$ cat src/rtl/tile_game_pkg.sv
// rtl/tile_game_pkg.sv - action codes and FSM states shared by controller, renderer and bench
package tile_game_pkg;

   localparam logic [1:0] ACT_HIDDEN   = 2'b00;
   localparam logic [1:0] ACT_CURSOR   = 2'b01;
   localparam logic [1:0] ACT_REVEALED = 2'b10;
   localparam logic [1:0] ACT_MATCHED  = 2'b11;

   typedef enum logic [2:0] {
      SEL1  = 3'd0,
      SEL2  = 3'd1,
      CHECK = 3'd2,
      HOLD  = 3'd3,
      WIN   = 3'd4
   } tile_state_e;

endpackage

$ cat src/rtl/tile_action_ctrl_if.sv
// rtl/tile_action_ctrl_if.sv - button pulses, tile colours and renderer-facing status of the tile controller
interface tile_action_ctrl_if #(
   parameter int NUM_TILES = 4,
   parameter int COLOR_W   = 2
);
   localparam int IDX_W = $clog2(NUM_TILES);

   logic                         move_pulse;
   logic                         select_pulse;
   logic [NUM_TILES*COLOR_W-1:0] tile_color;
   logic [2*NUM_TILES-1:0]       action;
   logic [IDX_W-1:0]             cursor;
   logic                         busy;
   logic                         winscreen;
   logic [7:0]                   attempts;

   // driver side: debouncers / bench
   modport master (
      output move_pulse, select_pulse, tile_color,
      input  action, cursor, busy, winscreen, attempts
   );

   // controller side
   modport slave (
      input  move_pulse, select_pulse, tile_color,
      output action, cursor, busy, winscreen, attempts
   );

endinterface

$ cat src/rtl/mismatch_timer.sv
// rtl/mismatch_timer.sv - loadable down-counter timing how long a mismatched pair stays revealed
module mismatch_timer #(
   parameter int HOLD_CYCLES = 25_000_000
) (
   input  logic clk25MHz,
   input  logic rst_n,
   input  logic load,
   output logic done
);
   localparam int CNT_W = $clog2(HOLD_CYCLES + 1);

   logic [CNT_W-1:0] count;

   // load the full hold length, then count down to zero and park there
   always_ff @(posedge clk25MHz) begin
      if (!rst_n) begin
         count <= '0;
      end else if (load) begin
         count <= CNT_W'(HOLD_CYCLES);
      end else if (count != '0) begin
         count <= count - CNT_W'(1);
      end
   end

   // done marks the last of the HOLD_CYCLES counted cycles, so the owner leaves on that edge
   assign done = (count == CNT_W'(1));

endmodule

$ cat src/rtl/tile_action_ctrl.sv
// rtl/tile_action_ctrl.sv - tile state controller; TILE_ACTION_ATTEMPTS_EN enables the attempts counter
module tile_action_ctrl
   import tile_game_pkg::*;
#(
   parameter int NUM_TILES     = 4,
   parameter int COLOR_W       = 2,
   parameter int MISMATCH_HOLD = 25_000_000
) (
   input  logic               clk25MHz,
   input  logic               rst_n,
   tile_action_ctrl_if.slave  bus
);
   localparam int IDX_W = $clog2(NUM_TILES);

   localparam logic [2:0] ST_SEL1  = SEL1;
   localparam logic [2:0] ST_SEL2  = SEL2;
   localparam logic [2:0] ST_CHECK = CHECK;
   localparam logic [2:0] ST_HOLD  = HOLD;
   localparam logic [2:0] ST_WIN   = WIN;

   logic [2:0]             state;
   logic [NUM_TILES-1:0]   revealed;
   logic [NUM_TILES-1:0]   matched;
   logic [NUM_TILES-1:0]   matched_next;
   logic [IDX_W-1:0]       cursor_q;
   logic [IDX_W-1:0]       first_q;
   logic [IDX_W-1:0]       second_q;
   logic                   win_q;
   logic                   cur_hidden;
   logic                   colors_equal;
   logic [COLOR_W-1:0]     color_first;
   logic [COLOR_W-1:0]     color_second;
   logic                   timer_load;
   logic                   timer_done;
   logic [2*NUM_TILES-1:0] action_d;

   // first index after 'from' (wrapping) whose mask bit is clear; 'from' if none
   function automatic logic [IDX_W-1:0] next_unmatched(input logic [IDX_W-1:0] from,
                                                       input logic [NUM_TILES-1:0] mask);
      logic [IDX_W-1:0] pick;
      logic             found;
      int               idx;
      pick  = from;
      found = 1'b0;
      for (int k = 1; k <= NUM_TILES; k++) begin
         idx = (int'(from) + k) % NUM_TILES;
         if (!found && !mask[idx]) begin
            pick  = IDX_W'(idx);
            found = 1'b1;
         end
      end
      return pick;
   endfunction

   assign cur_hidden   = !revealed[cursor_q] && !matched[cursor_q];
   assign color_first  = bus.tile_color[int'(first_q)*COLOR_W +: COLOR_W];
   assign color_second = bus.tile_color[int'(second_q)*COLOR_W +: COLOR_W];
   assign colors_equal = (color_first == color_second);
   assign timer_load   = (state == ST_CHECK) && !colors_equal;

   // matched mask as it will be if the current pair turns out equal
   always_comb begin
      matched_next           = matched;
      matched_next[first_q]  = 1'b1;
      matched_next[second_q] = 1'b1;
   end

   mismatch_timer #(
      .HOLD_CYCLES (MISMATCH_HOLD)
   ) u_mismatch_timer (
      .clk25MHz (clk25MHz),
      .rst_n    (rst_n),
      .load     (timer_load),
      .done     (timer_done)
   );

   // game sequencing: picks, compare, mismatch hold and terminal win
   always_ff @(posedge clk25MHz) begin
      if (!rst_n) begin
         state    <= ST_SEL1;
         revealed <= '0;
         matched  <= '0;
         cursor_q <= '0;
         first_q  <= '0;
         second_q <= '0;
         win_q    <= 1'b0;
      end else begin
         case (state)
            ST_SEL1, ST_SEL2: begin
               // select wins over a simultaneous move, even when the select is ignored
               if (bus.select_pulse) begin
                  if (cur_hidden) begin
                     revealed[cursor_q] <= 1'b1;
                     if (state == ST_SEL1) begin
                        first_q <= cursor_q;
                        state   <= ST_SEL2;
                     end else begin
                        second_q <= cursor_q;
                        state    <= ST_CHECK;
                     end
                  end
               end else if (bus.move_pulse) begin
                  cursor_q <= next_unmatched(cursor_q, matched);
               end
            end
            ST_CHECK: begin
               if (colors_equal) begin
                  matched            <= matched_next;
                  revealed[first_q]  <= 1'b0;
                  revealed[second_q] <= 1'b0;
                  cursor_q           <= next_unmatched(second_q, matched_next);
                  if (&matched_next) begin
                     state <= ST_WIN;
                     win_q <= 1'b1;
                  end else begin
                     state <= ST_SEL1;
                  end
               end else begin
                  state <= ST_HOLD;
               end
            end
            ST_HOLD: begin
               if (timer_done) begin
                  revealed[first_q]  <= 1'b0;
                  revealed[second_q] <= 1'b0;
                  state              <= ST_SEL1;
               end
            end
            ST_WIN: begin
               state <= ST_WIN;
            end
            default: begin
               state <= ST_SEL1;
            end
         endcase
      end
   end

   // per-tile action code: matched over revealed over cursor over hidden
   always_comb begin
      action_d = '0;
      for (int i = 0; i < NUM_TILES; i++) begin
         if (matched[i])
            action_d[2*i +: 2] = ACT_MATCHED;
         else if (revealed[i])
            action_d[2*i +: 2] = ACT_REVEALED;
         else if (cursor_q == IDX_W'(i))
            action_d[2*i +: 2] = ACT_CURSOR;
         else
            action_d[2*i +: 2] = ACT_HIDDEN;
      end
   end

`ifdef TILE_ACTION_ATTEMPTS_EN
   logic       enter_check;
   logic [7:0] attempts_q;

   assign enter_check = (state == ST_SEL2) && bus.select_pulse && cur_hidden;

   // saturating count of pair attempts, one per CHECK entry
   always_ff @(posedge clk25MHz) begin
      if (!rst_n) begin
         attempts_q <= 8'd0;
      end else if (enter_check && (attempts_q != 8'hFF)) begin
         attempts_q <= attempts_q + 8'd1;
      end
   end

   assign bus.attempts = attempts_q;
`else
   assign bus.attempts = 8'd0;
`endif

   assign bus.action    = action_d;
   assign bus.cursor    = cursor_q;
   assign bus.busy      = (state == ST_CHECK) || (state == ST_HOLD);
   assign bus.winscreen = win_q;

endmodule

$ cat src/flat_wrapper.sv
// flat-port wrapper written by rule: the top's interface ports become plain ports
module tile_action_ctrl_flat import tile_game_pkg::*;
#(
   parameter int NUM_TILES     = 4,
   parameter int COLOR_W       = 2,
   parameter int MISMATCH_HOLD = 25_000_000
)
  (clk25MHz, rst_n, bus_move_pulse, bus_select_pulse, bus_tile_color, bus_action, bus_cursor, bus_busy, bus_winscreen, bus_attempts);
  tile_action_ctrl_if #(.NUM_TILES(NUM_TILES), .COLOR_W(COLOR_W)) bus_i ();
  input  logic clk25MHz;
  input  logic rst_n;
  input wire logic [$bits(bus_i.move_pulse)-1:0] bus_move_pulse;
  input wire logic [$bits(bus_i.select_pulse)-1:0] bus_select_pulse;
  input wire logic [$bits(bus_i.tile_color)-1:0] bus_tile_color;
  output wire logic [$bits(bus_i.action)-1:0] bus_action;
  output wire logic [$bits(bus_i.cursor)-1:0] bus_cursor;
  output wire logic [$bits(bus_i.busy)-1:0] bus_busy;
  output wire logic [$bits(bus_i.winscreen)-1:0] bus_winscreen;
  output wire logic [$bits(bus_i.attempts)-1:0] bus_attempts;
  assign bus_i.move_pulse = bus_move_pulse;
  assign bus_i.select_pulse = bus_select_pulse;
  assign bus_i.tile_color = bus_tile_color;
  assign bus_action = bus_i.action;
  assign bus_cursor = bus_i.cursor;
  assign bus_busy = bus_i.busy;
  assign bus_winscreen = bus_i.winscreen;
  assign bus_attempts = bus_i.attempts;
  tile_action_ctrl #(.NUM_TILES(NUM_TILES), .COLOR_W(COLOR_W), .MISMATCH_HOLD(MISMATCH_HOLD)) u_core (.clk25MHz(clk25MHz), .rst_n(rst_n), .bus(bus_i));
endmodule
$ cat config.mk
export PLATFORM = sky130hd
export DESIGN_NAME = tile_action_ctrl_flat
export DESIGN_NICKNAME = d
export VERILOG_FILES = /design/src/rtl/tile_game_pkg.sv /design/src/rtl/tile_action_ctrl_if.sv /design/src/rtl/mismatch_timer.sv /design/src/rtl/tile_action_ctrl.sv /design/src/flat_wrapper.sv
export SDC_FILE = /design/constraint.sdc
export NUM_CORES = 1
export LEC_CHECK = 0
export CAP_MARGIN = 20
export CORE_UTILIZATION = 24
export DETAILED_ROUTE_END_ITERATION = 12
export HOLD_SLACK_MARGIN = 0.03
export REMOVE_ABC_BUFFERS = 1
export SLEW_MARGIN = 20
export SYNTH_ARGS = -nofsm -noshare
export SYNTH_HDL_FRONTEND = slang
export SYNTH_HIERARCHICAL = 1
export SYNTH_SLANG_ARGS = --single-unit
$ cat constraint.sdc
create_clock -name clk25MHz -period 3.5 [get_ports clk25MHz]
set_clock_uncertainty 0.05 [all_clocks]
set_input_delay 0.525 -clock clk25MHz [delete_from_list [all_inputs] [get_ports clk25MHz]]
set_output_delay 0.525 -clock clk25MHz [all_outputs]
set_load 0.01 [all_outputs]
---- Word-level counts from Yosys, hierarchy flattened ----
Index checks and enable logic that the tools add are counted.
W data, S select, Z words.
cells by class
  $lt $le $gt $ge ......................... 14
  reductions and logical operators ........ 51
  multiplexer cells ....................... 99
  equal/unequal tests ..................... 16
  add/sub/neg operators ................... 9
  shifts and indexed selects .............. 2
  bitwise logic cells ..................... 17
operators with widths
  kind                     count
  $mux W1                  52
  $mux W25                 2
  $mux W2                  20
  $lt A3 B4 Y1 const B     8
  $eq A25 B1 Y1 const B    1
  $reduce_bool A25 Y1      1
  $sub A25 B1 Y25 const B  1
  $bmux W1 S2              10
  $reduce_or A2 Y1         10
  $mux W4                  4
  $shiftx A8 B4 Y2         2
  $logic_not A1 Y1         15
  $mux W3                  5
  $or A4 B4 Y4             3
  $pmux W3 S4              1
  $pmux W4 S3              1
  $reduce_and A4 Y1        3
  $logic_and A1 B1 Y1      11
  $reduce_and A5 Y1        2
  $lt A2 B3 Y1 const B     3
  $add A2 B1 Y2 const B    4
  $add A2 B2 Y2 const B    4
  $and A1 B1 Y1 const A    8
  $and A4 B4 Y4            2
  22 further kinds         35
word-level totals
  bits of input ports ..................... 12
  logic and storage cells ................. 217
  output and inout port bits .............. 20
  register bits after elaboration ......... 43

---- Logic depth before layout (Yosys ltp) ----
  word-level depth ........................ 31
  depth in mapped cells ................... 11
  gate-level depth less buffers ........... 9

---- Hierarchy ----
Netlist, hierarchy kept.
by module, submodules not included
  module            instances  area an instance (um2)  sequential area each (um2)  cells an instance
  tile_action_ctrl  1          1,665.3                 360.3                       203
  mismatch_timer    1          1,278.7                 500.5                       143

---- Worst setup path before layout ----
Ideal clock, no wire load.
  kind .................................... reg2reg
  start point ............................. reg u_core.u_mismatch_timer.count[2]
  end point ............................... reg u_core.u_mismatch_timer.count[24]
  clock period less this slack ............ 2,484 ps
  slack ................................... 1,016 ps
  required time ........................... 3,330 ps
  arrival time ............................ 2,314 ps
  stages on the path, launching flop included .. 7
  path buffers ............................ 1
  library setup time ...................... 120 ps
  cell sequence ........................... dfxtp_1 or4_4 or3_1 buf_2 or4_1 and2_0 o31a_1
between the ends
  word-level cells in the longest chain between the ends .. 3
  elaborated cells on any way between the ends .. 5
  classes of those cells .................. add/sub (1); mux (2); reduce/logical (2)
ends and longest elaborated chain
  element                 RTL line              RTL
  from (decl)             mismatch_timer.sv:12  logic [CNT_W-1:0] count;
  from (signal assigned)  mismatch_timer.sv:19  count <= CNT_W'(HOLD_CYCLES);
  from (signal assigned)  mismatch_timer.sv:21  count <= count - CNT_W'(1);
  $sub A25 B1 Y25         mismatch_timer.sv:21
  $mux W25                mismatch_timer.sv:20  end else if (count != '0) begin
  $mux W25                mismatch_timer.sv:18  end else if (load) begin
Several ways; a longest one is shown, not always the timed one. The select of a mux whose other input is x is not followed.
A chain may end at the register's enable or synchronous reset.

---- Worst setup path after layout ----
  start point ............................. reg u_core.cursor_q[0] (netlist: u_core/bus.cursor[0])
  end point ............................... out bus_action[0]
between the ends
  word-level cells in the longest chain between the ends .. 4
ends and longest elaborated chain
  element                 RTL line                 RTL
  from (decl)             tile_action_ctrl.sv:25   logic [IDX_W-1:0] cursor_q;
  from (signal assigned)  tile_action_ctrl.sv:103  cursor_q <= next_unmatched(cursor_q, matched);
  from (signal assigned)  tile_action_ctrl.sv:111  cursor_q <= next_unmatched(second_q, matched_next);
  $logic_not A2 Y1        tile_action_ctrl.sv:147  else if (cursor_q == IDX_W'(i))
  $mux W1                 tile_action_ctrl.sv:147
  $mux W2                 tile_action_ctrl.sv:145  else if (revealed[i])
  $mux W2                 tile_action_ctrl.sv:143  if (matched[i])
  to (decl)               flat_wrapper.sv:15       output wire logic [$bits(bus_i.action)-1:0] bus_action;
No other way between the ends.

==> qor.yml <==
synth:
  avgSynthCellArea_um2: 8.51
  synthAdderAreaFrac: 0.0467
  synthCells: 346
  synth_top_flop_cell: "dfxtp_1"
  async_flop_share: 0
  synth_top_family_by_area: "simple AND/OR/NAND/NOR gates"
  yosysWarnings: 6
  ys_seq_elements: 43
  synth_edf_count: 0
  synth_area_um2: 2940
  seq_area_frac_synth: 0.292
  synth_cell_types: 64
  synthSimpleGateAreaFrac: 0.241
  synthMuxAreaShare: 0.0841
  synth_compound_area_frac: 0.240
  synthXorXnorAreaFrac: 0.0149
pwr:
  internal-power_w: 0.00152
  p_leak_nw: 1.28
  ir_drop_uv: 293
  switchingPower_w: 0.00104
  powerDensity_nw_per_um2: 744
  clockPowerShare: 0.212
  p_sw_frac: 0.407
  p_comb_frac: 0.484
  p_seq_frac: 0.305
clock_network:
  post_cts_buffers: 0
  numCtsBuffers: 5
  clock_sinks: 43
  cts_tree: "yes"
  insertion_delay_ns: 0.28
  clockRootBuffer: "clkbuf_16"
  cts_max_level: 2
  cts-resized-gates: 0
  cts_hold_buf: 0
  clockBufferDepth: 2
  cts.clk_slew.worst_paths_ns: 0.06
timing:
  tns_ns: 0
  min_period_ns: 2.74
  max-slew-margin-rel: 0.569
  fin_ws_ns: 0.761
  worst_pin_slew_ns: 0.642
  drv_slew: 0
  rsz0062_at_grt: "false"
  period_share: 0.783
  hold_viol_final: 0
  setup_viol: 0
  fmax_ghz: 0.365
floorplanning:
  dieArea_um2: 12700
  rows: 40
  start_util: 0.246
  ios: 32
  core_um2: 12000
  die_w_um: 113
  floorplan.die.height_um: 113
drt:
  dr.pass1.iters: 4
  ant_nets: 0
  first_iter_violations: 213
  wl_per_cell_um: 14.4
  drc: 0
  vias_per_cell: 5.20
  routed_wl_um: 7310
  via_count: 2648
worst_setup_path:
  worstSetupPathType: "register to output port"
  endpoint_kind: "output port"
  slowest_stage: "dfxtp_1"
  cpPeakStageDelay_ns: 0.66
  crit_path_cell_trace: "inv_1, ha_1, a21o_2, clkdlybuf4s50_1"
  crit_required_ns: 2.92
  cp.arrival_ns: 2.16
  setup.worst_path.start_class: "register"
  worstReg2RegStart: "u_core/u_mismatch_timer/count[2]$_SDFFE_PP0P_"
  worst-path-max-fanout: 13
  crit_start: "u_core/bus.cursor[0]$_SDFFE_PN0P_"
global_route:
  grt_pass1_wl_um: 12100
  antenna_found_initial: 0
  grt_use_total: 0.117
  grt_pass1_vias: 2505
  grt_max_degree: 22
  gr-total-overflow: 0
place:
  io_buffers: 23
  gp_congestion: 0.917
  pre_cts_ws_ns: 0.680
  dpl.hpwl_um: 5400
final_layout:
  synthToLayoutAreaGrowth_pct: 17.1
  drive_gt1_frac: 0.108
  fillers: 1259
  nets: 384
  diodes: 0
worst_hold_path:
  hp-start: "u_core/u_mismatch_timer/count[5]$_SDFFE_PP0P_"
  hold_class: "register to register"
flow_run:
  drv_cap: 0
outcome:
  status: "complete, no violations"
-- layout make-up --
class | count | area [µm²] | share of cell area
Clock inverter | 2 | 35.0 | 0.0102
Tap cell | 147 | 184 | 0.0534
Sequential cell | 43 | 861 | 0.250
Multi-Input combinational cell | 265 | 1890 | 0.547
Timing Repair Buffer | 30 | 283 | 0.0820
Clock buffer | 6 | 139 | 0.0403
Inverter | 16 | 60.1 | 0.0174
-- power by group through the flow --
stage	sequential [W]	combinational [W]	clock (W)
2_1_floorplan	0.000751	0.000899	0
3_3_place_gp	0.000780	0.00119	0
3_5_place_dp	0.000788	0.00123	0
4_1_cts	0.000780	0.00124	0.000555
5_1_grt	0.000805	0.00140	0.000574
6_report	0.000781	0.00124	0.000543
-- per-layer routing --
layer  part of all wire  wire, µm  vias to the layer above  track usage
met2               0.47      3460                       76        0.194
met1               0.47      3420                     1260        0.151
met3              0.045       332                        8       0.0236
li1                   -         -                     1304            -
met4              0.014       103                        0       0.0409
met5                  0         0                        -            0
-- logic make-up after synthesis --
group / Yosys count
flops: 43
xor+xnor: 5
mux: 17
compound gates: 97
buf+inv: 45
fa+ha+maj: 11
simple gates: 127
other cells: 1
-- cell usage after synthesis (5+ instances only) --
cell type	n	area, µm²
dfxtp_1	43	861
nor2_1	26	97.6
a21oi_1	23	115
nor3_1	20	100
o31a_1	18	158
inv_1	16	60.1
nand2_1	15	56.3
ha_1	11	138
nand2b_1	11	68.8
buf_2	9	45.0
buf_4	9	67.6
mux2i_1	9	90.1
nor4_1	9	56.3
o21a_1	9	67.6
or3_1	9	56.3
clkbuf_1	8	30.0
o21ai_0	8	40.0
or4_1	7	52.6
mux4_2	6	135
or2_2	6	37.5
nand3_1	5	25.0
o31ai_1	5	37.5
-- path summary, 6_finish.rpt --
kind,to,slack (ns),depth (start not counted)
setup / recovery,bus_action[0],0.76,4
setup reg to reg,u_core/u_mismatch_timer/count[17]$_SDFFE_PP0P_,0.79,5
hold reg to reg,u_core/u_mismatch_timer/count[5]$_SDFFE_PP0P_,0.42,2
hold / removal,u_core/u_mismatch_timer/count[5]$_SDFFE_PP0P_,0.42,2
-- state kept, by name (all words and copies together), names as in the netlist --
| name | flops |
|---|---|
| u_core/bus.cursor | 2 |
| u_core/bus.winscreen | 1 |
| u_core/first_q | 2 |
| u_core/matched | 4 |
| u_core/revealed | 4 |
| u_core/second_q | 2 |
| u_core/state | 3 |
| u_core/u_mismatch_timer/count | 25 |
-- cells in the final DEF, fill, tap and decap left out, types with 5 or more instances in the layout --
cell             count
or3_1                9
nor3_1              20
o21a_1               9
clkdlybuf4s50_1     23
or2_2                6
buf_4                7
nor2_1              26
nor4_1               9
nand2b_1            11
or4_1                7
mux4_2               6
nand2_1             15
a21oi_1             23
dfxtp_1             43
o31a_1              18
inv_1               16
ha_1                11
mux2i_1              9
nand3_1              5
clkbuf_16            5
conb_1               8
o21ai_0              8
-- through the flow --
step | power, W | hold slack, ns | util | instances | instance area [µm²]
floorplan | 0.00165 | 0.392 | - | 324 | 2790
global route | 0.00277 | 0.442 | 0.288 | 509 | 3450
CTS | 0.00257 | 0.424 | 0.288 | 509 | 3450
global placement | 0.00197 | 0.402 | 0.274 | 501 | 3270
finish | 0.00257 | 0.418 | 0.288 | 509 | 3450
detailed placement | 0.00202 | 0.415 | 0.274 | 501 | 3270
-- worst max-delay path: cells and delay by family, from the launching register on --
family / cells / cell delay, ns
buffers and inverters: 2 / 0.71
flip-flops: 1 / 0.66
adder cells (fa/ha/maj): 1 / 0.28
AO/OA/AOI/OAI: 1 / 0.22
Power figures use the tool's default switching activity.
